===== src/rtl/bus_arbiter4_pkg.sv =====
// Shared definitions for the 4-requester round-robin bus arbiter:
// requester count, index widths, FSM state encoding and a one-hot helper.
package bus_arbiter4_pkg;

    localparam int NUM_REQ = 4;
    localparam int IDX_W   = 2;
    localparam int HOLD_W  = 4;

    typedef enum logic {
        ST_IDLE  = 1'b0,
        ST_OWNED = 1'b1
    } arb_state_e;

    function automatic logic [NUM_REQ-1:0] idx_to_onehot(input logic [IDX_W-1:0] idx);
        logic [NUM_REQ-1:0] oh;
        oh      = '0;
        oh[idx] = 1'b1;
        return oh;
    endfunction

endpackage


===== src/rtl/bus_arbiter4_rr_pick4.sv =====
// Rotating-priority scan: returns the first set bit of req_mask starting at
// ptr and wrapping modulo 4, plus a flag saying whether any bit was set.
module rr_pick4
    import bus_arbiter4_pkg::*;
(
    input  logic [NUM_REQ-1:0] req_mask,
    input  logic [IDX_W-1:0]   ptr,
    output logic [IDX_W-1:0]   idx,
    output logic               found
);

    logic [IDX_W-1:0] cand;

    // Scan from the farthest offset back to ptr so the closest match is written last and wins.
    always_comb begin
        idx   = '0;
        found = 1'b0;
        cand  = '0;
        for (int k = NUM_REQ - 1; k >= 0; k--) begin
            cand = ptr + IDX_W'(k);
            if (req_mask[cand]) begin
                idx   = cand;
                found = 1'b1;
            end
        end
    end

endmodule


===== src/rtl/bus_arbiter4.sv =====
// Four-requester round-robin bus arbiter with a bounded hold time: an owner
// that keeps the bus for MAX_HOLD cycles while others wait is preempted.
module bus_arbiter4
    import bus_arbiter4_pkg::*;
#(
    parameter int unsigned MAX_HOLD = 8
) (
    input  logic               clk,
    input  logic               rst_n,
    input  logic [NUM_REQ-1:0] req,
    output logic [NUM_REQ-1:0] gnt,
    output logic [IDX_W-1:0]   sel,
    output logic               bus_valid,
    output logic               preempt
);

    localparam logic [HOLD_W-1:0] HOLD_LIMIT = HOLD_W'(MAX_HOLD - 1);

    arb_state_e          state_q, state_d;
    logic [NUM_REQ-1:0]  gnt_q, gnt_d;
    logic [IDX_W-1:0]    sel_q, sel_d;
    logic                bus_valid_q, bus_valid_d;
    logic                preempt_q, preempt_d;
    logic [IDX_W-1:0]    ptr_q, ptr_d;
    logic [HOLD_W-1:0]   hold_q, hold_d;

    logic [NUM_REQ-1:0]  owner_oh;
    logic                owner_req;
    logic [NUM_REQ-1:0]  scan_mask;
    logic [IDX_W-1:0]    win_idx;
    logic                win_found;
    logic                do_grant;

    assign owner_oh  = idx_to_onehot(sel_q);
    assign owner_req = |(req & owner_oh);
    // While owned, the current owner never competes for its own handover.
    assign scan_mask = (state_q == ST_OWNED) ? (req & ~owner_oh) : req;

    rr_pick4 u_pick (
        .req_mask (scan_mask),
        .ptr      (ptr_q),
        .idx      (win_idx),
        .found    (win_found)
    );

    always_comb begin
        // NOTE: every _d gets a default first so no path leaves it unassigned (no latches).
        state_d     = state_q;
        gnt_d       = gnt_q;
        sel_d       = sel_q;
        bus_valid_d = bus_valid_q;
        preempt_d   = 1'b0;
        ptr_d       = ptr_q;
        hold_d      = hold_q;
        do_grant    = 1'b0;

        case (state_q)
            ST_IDLE: begin
                if (win_found) begin
                    do_grant = 1'b1;
                end
            end
            ST_OWNED: begin
                if (!owner_req) begin
                    if (win_found) begin
                        do_grant = 1'b1;
                    end else begin
                        state_d     = ST_IDLE;
                        gnt_d       = '0;
                        bus_valid_d = 1'b0;
                    end
                end else if (hold_q == HOLD_LIMIT) begin
                    if (win_found) begin
                        do_grant  = 1'b1;
                        preempt_d = 1'b1;
                    end
                end else begin
                    hold_d = hold_q + 1'b1;
                end
            end
            default: begin
                state_d     = ST_IDLE;
                gnt_d       = '0;
                bus_valid_d = 1'b0;
            end
        endcase

        if (do_grant) begin
            state_d     = ST_OWNED;
            gnt_d       = idx_to_onehot(win_idx);
            sel_d       = win_idx;
            bus_valid_d = 1'b1;
            ptr_d       = win_idx + 1'b1;
            hold_d      = '0;
        end
    end

    // NOTE: sequential state uses non-blocking assignments so all flops update together.
    always_ff @(posedge clk or negedge rst_n) begin
        if (!rst_n) begin
            state_q     <= ST_IDLE;
            gnt_q       <= '0;
            sel_q       <= '0;
            bus_valid_q <= 1'b0;
            preempt_q   <= 1'b0;
            ptr_q       <= '0;
            hold_q      <= '0;
        end else begin
            state_q     <= state_d;
            gnt_q       <= gnt_d;
            sel_q       <= sel_d;
            bus_valid_q <= bus_valid_d;
            preempt_q   <= preempt_d;
            ptr_q       <= ptr_d;
            hold_q      <= hold_d;
        end
    end

    assign gnt       = gnt_q;
    assign sel       = sel_q;
    assign bus_valid = bus_valid_q;
    assign preempt   = preempt_q;

endmodule


===== config.mk =====
export PLATFORM = sky130hd
export DESIGN_NAME = bus_arbiter4
export DESIGN_NICKNAME = d
export VERILOG_FILES = /design/src/rtl/bus_arbiter4_pkg.sv /design/src/rtl/bus_arbiter4_rr_pick4.sv /design/src/rtl/bus_arbiter4.sv
export SDC_FILE = /design/constraint.sdc
export NUM_CORES = 1
export LEC_CHECK = 0
export CORE_ASPECT_RATIO = 1.4
export CORE_MARGIN = 2
export CORE_UTILIZATION = 43
export CTS_CLUSTER_SIZE = 16
export DETAILED_ROUTE_END_ITERATION = 16
export DONT_BUFFER_PORTS = 1
export PLACE_DENSITY_LB_ADDON = 0.3
export SLEW_MARGIN = 25
export SYNTH_ARGS = -nofsm -noshare
export SYNTH_HDL_FRONTEND = slang
export SYNTH_HIERARCHICAL = 1
export SYNTH_SLANG_ARGS = --single-unit

===== constraint.sdc =====
create_clock -name clk -period 2.6 [get_ports clk]
set_input_delay 0.52 -clock clk [delete_from_list [all_inputs] [get_ports clk]]
set_output_delay 0.52 -clock clk [all_outputs]
set_load 0.02 [all_outputs]

==> results.sh <==
export IMPL_stdcell_area_sq_um=911
export IMPL_grt_use_total_pct=15.3
export IMPL_ff2ff_path_depth=8
export IMPL_cp_required_ns=2.77
export IMPL_fin_nets=101
export IMPL_synth_nets=95
export IMPL_clock_path_buffers=2
export IMPL_ys_ff_latch=15
export IMPL_initial_core_util_pct=44.5
export IMPL_period_share_pct=82.8
export IMPL_drive_gt1_share_pct=16.9
export IMPL_grt_max_degree=16
export IMPL_drt_total_wl_mm=1.57
export IMPL_worst_pin_slew_ns=0.698
export IMPL_path_buf_inv=2
export IMPL_holdWs_ns=0.501
export IMPL_crit_fanout=5
export IMPL_cp_num_cells=8
export IMPL_maxSlewViolCount=0
export IMPL_ant_nets=0
export IMPL_avgSynthCellArea_sq_um=10.1
export IMPL_core_area_sq_um=1900
export IMPL_hp_class="reg -> reg"
export IMPL_fillers=202
export IMPL_vias=623
export IMPL_ir_worst_vdd_mv=0.558
export IMPL_max_stage_delay_ns=0.55
export IMPL_grt_pass1_vias=615
export IMPL_endpoint_kind="register"
export IMPL_tritoncts="yes"
export IMPL_hold_violations=0
export IMPL_cts_buffers=3
export IMPL_drt_pass1_iter_count=4
export IMPL_r2r_start="sel[0]$_DFFE_PN0P_"
export IMPL_hold_start="hold_q[3]$_DFFE_PN0P_"
export IMPL_clock_fmax_mhz=465
export IMPL_io_pins=14
export IMPL_r2r_end="gnt[0]$_DFFE_PN0P_"
export IMPL_drtIter0Drc=19
export IMPL_detail_route_wl_per_cell_um=14.3
export IMPL_critPathKind="reg -> reg"
export IMPL_synth_ff_type="dfrtp_1"
export IMPL_die_area_sq_um=2340
export IMPL_path_common_cell="inv_1"
export IMPL_slew_headroom_pct=53.3
export IMPL_setup_viol=0
export IMPL_synth_edf_count=0
export IMPL_area_delta_synth_final_pct=7.69
export IMPL_start_kind="register"
export IMPL_synth_seq_area_share_pct=44.4
export IMPL_period_minus_slack_ns=2.15
export IMPL_outcome="finished clean"
export IMPL_clkLatencyLatePin_ns=0.28
export IMPL_synth_distinct_cells=29
export IMPL_antenna_found_initial=0
export IMPL_max_cap_viol_count=0
export IMPL_path_delay_family="compound AO/OA/AOI/OAI gates"
export IMPL_endpoint="gnt[0]$_DFFE_PN0P_"
export IMPL_regArea_sq_um=375
export IMPL_die_w_um=41.5
export IMPL_synth_area_sq_um=846
export IMPL_dp_hpwl_mm=1.20
export IMPL_cts_root_buf="clkbuf_4"
export IMPL_grt_pass1_wl_mm=2.86
export IMPL_cts_resized=0
export IMPL_antenna_cells=0
export IMPL_rows=19
export IMPL_async_flop_share_pct=100
export IMPL_rsz0062_at_grt="false"
export IMPL_vias_per_cell=5.66
export IMPL_multiInputGateArea_sq_um=435
export IMPL_cp_cell_sequence="inv_1 -> o31a_1 -> nor3b_1 -> a211oi_1 -> nor2_1 -> inv_1 -> ha_1 -> a22o_2"
export IMPL_gp_congestion=0.815
export IMPL_clock_sinks=15
export IMPL_crit_start="sel[0]$_DFFE_PN0P_"
export IMPL_placed_area_sq_um=875
export IMPL_slowest_stage="dfrtp_1"
export IMPL_die_h_um=56.5
export IMPL_p_per_area_nw_per_um2=1230
export IMPL_ys_warnings_count=6
export IMPL_io_buffers=0
export IMPL_r2r_setup_slack_ns=0.45
export IMPL_worstPathArrival_ns=2.32
export IMPL_remaining_drc_errors=0
export IMPL_p_leak_nw=0.442
export IMPL_setup_tns_ns=0
export IMPL_clk_pin_slew_worst_paths_ns=0.09
export IMPL_synth_cells=84
export IMPL_htree_levels=1
export IMPL_grt_overflow=0
export IMPL_fin_skew_ns=0.000471
## cell usage in the layout, fill, tap and decap left out, types with 2 or more instances in the layout
cell,instances
dfrtp_1,15
o21ai_1,2
o21ai_0,4
a22o_2,4
nand3_1,4
nor3b_1,2
a31oi_1,2
clkbuf_4,3
ha_1,5
nor2_1,5
nand2b_1,2
nand2_1,12
a21oi_1,2
o21ai_2,2
inv_1,8
## Yosys cell counts (all sizes together), types with 2 or more instances
library cell / instances / area share, %
nor2: 5 / 2.2
a22o: 4 / 4.7
a31oi: 3 / 4.0
o31a: 2 / 2.2
dfrtp: 15 / 44
nor3b: 2 / 1.8
inv: 8 / 3.6
o21ai: 8 / 5.6
nand2: 12 / 5.3
ha: 5 / 7.4
a31o: 2 / 3.1
a21oi: 2 / 1.2
nand3: 4 / 2.4
nand2b: 2 / 1.5
a211oi: 2 / 2.4
## cell families after synthesis
kind of cell / count (synthesis) / synth area share (%)
buf+inv: 9 / 4.14
mux: 2 / 3.85
flops: 15 / 44.4
compound gates: 24 / 24.1
fa+ha+maj: 5 / 7.40
simple gates: 29 / 16.1
## registers in the layout, indices dropped and copies added, names as in the netlist
name       cells
gnt            4
hold_q         4
ptr_q          2
sel            2
bus_valid      1
preempt        1
state_q        1
## area by class of cell
type                            instances  share of cell area, %
Multi-Input combinational cell         60                   47.8
Sequential cell                        15                   41.2
Inverter                                8                   3.30
Clock buffer                            4                   2.88
Tap cell                               21                   2.88
Timing Repair Buffer                    2                   1.92
## timing repair
item	in CTS	in global routing
endpoints found under the hold margin	15	0
hold buffers	1	0
buffers inserted	0	0
## how the worst min path moves through the flow
stage / to / cells past startpoint / slack (ns)
finish: hold_q[3]$_DFFE_PN0P_ / 1 / 0.50
global route: hold_q[3]$_DFFE_PN0P_ / 1 / 0.54
CTS: hold_q[3]$_DFFE_PN0P_ / 1 / 0.50
detailed placement: hold_q[2]$_DFFE_PN0P_ / 0 / 0.22
global placement: hold_q[2]$_DFFE_PN0P_ / 0 / 0.22
floorplan: bus_valid$_DFFE_PN0P_ / 0 / 0.22
## report_power, final
part	leakage [nW]	switching, mW	internal, mW	total, mW
sequential	0.189	0.151	0.319	0.470
combinational	0.239	0.285	0.231	0.516
clock	0.0150	0.0731	0.0594	0.133
## through the flow
step                      util (%)  setup slack (ns)  total power, mW  cells
after floorplan                  -             0.691            0.869     84
after global placement        46.0             0.537            0.983    105
after detailed placement      46.0             0.500            0.990    105
after CTS                     47.9             0.471             1.13    110
after global routing          47.9             0.216             1.23    110
final                         47.9             0.448             1.12    110
## layer usage
| layer | up-vias | global-route usage, % | share of wire (%) |
|---|---|---|---|
| li1 | 308 | - | - |
| met1 | 295 | 20.3 | 45 |
| met2 | 18 | 24.3 | 49 |
| met3 | 2 | 3.54 | 4.7 |
| met4 | 0 | 5.53 | 1.1 |
| met5 | - | 0 | 0 |
No activity file was read; power rests on OpenSTA's default activity.
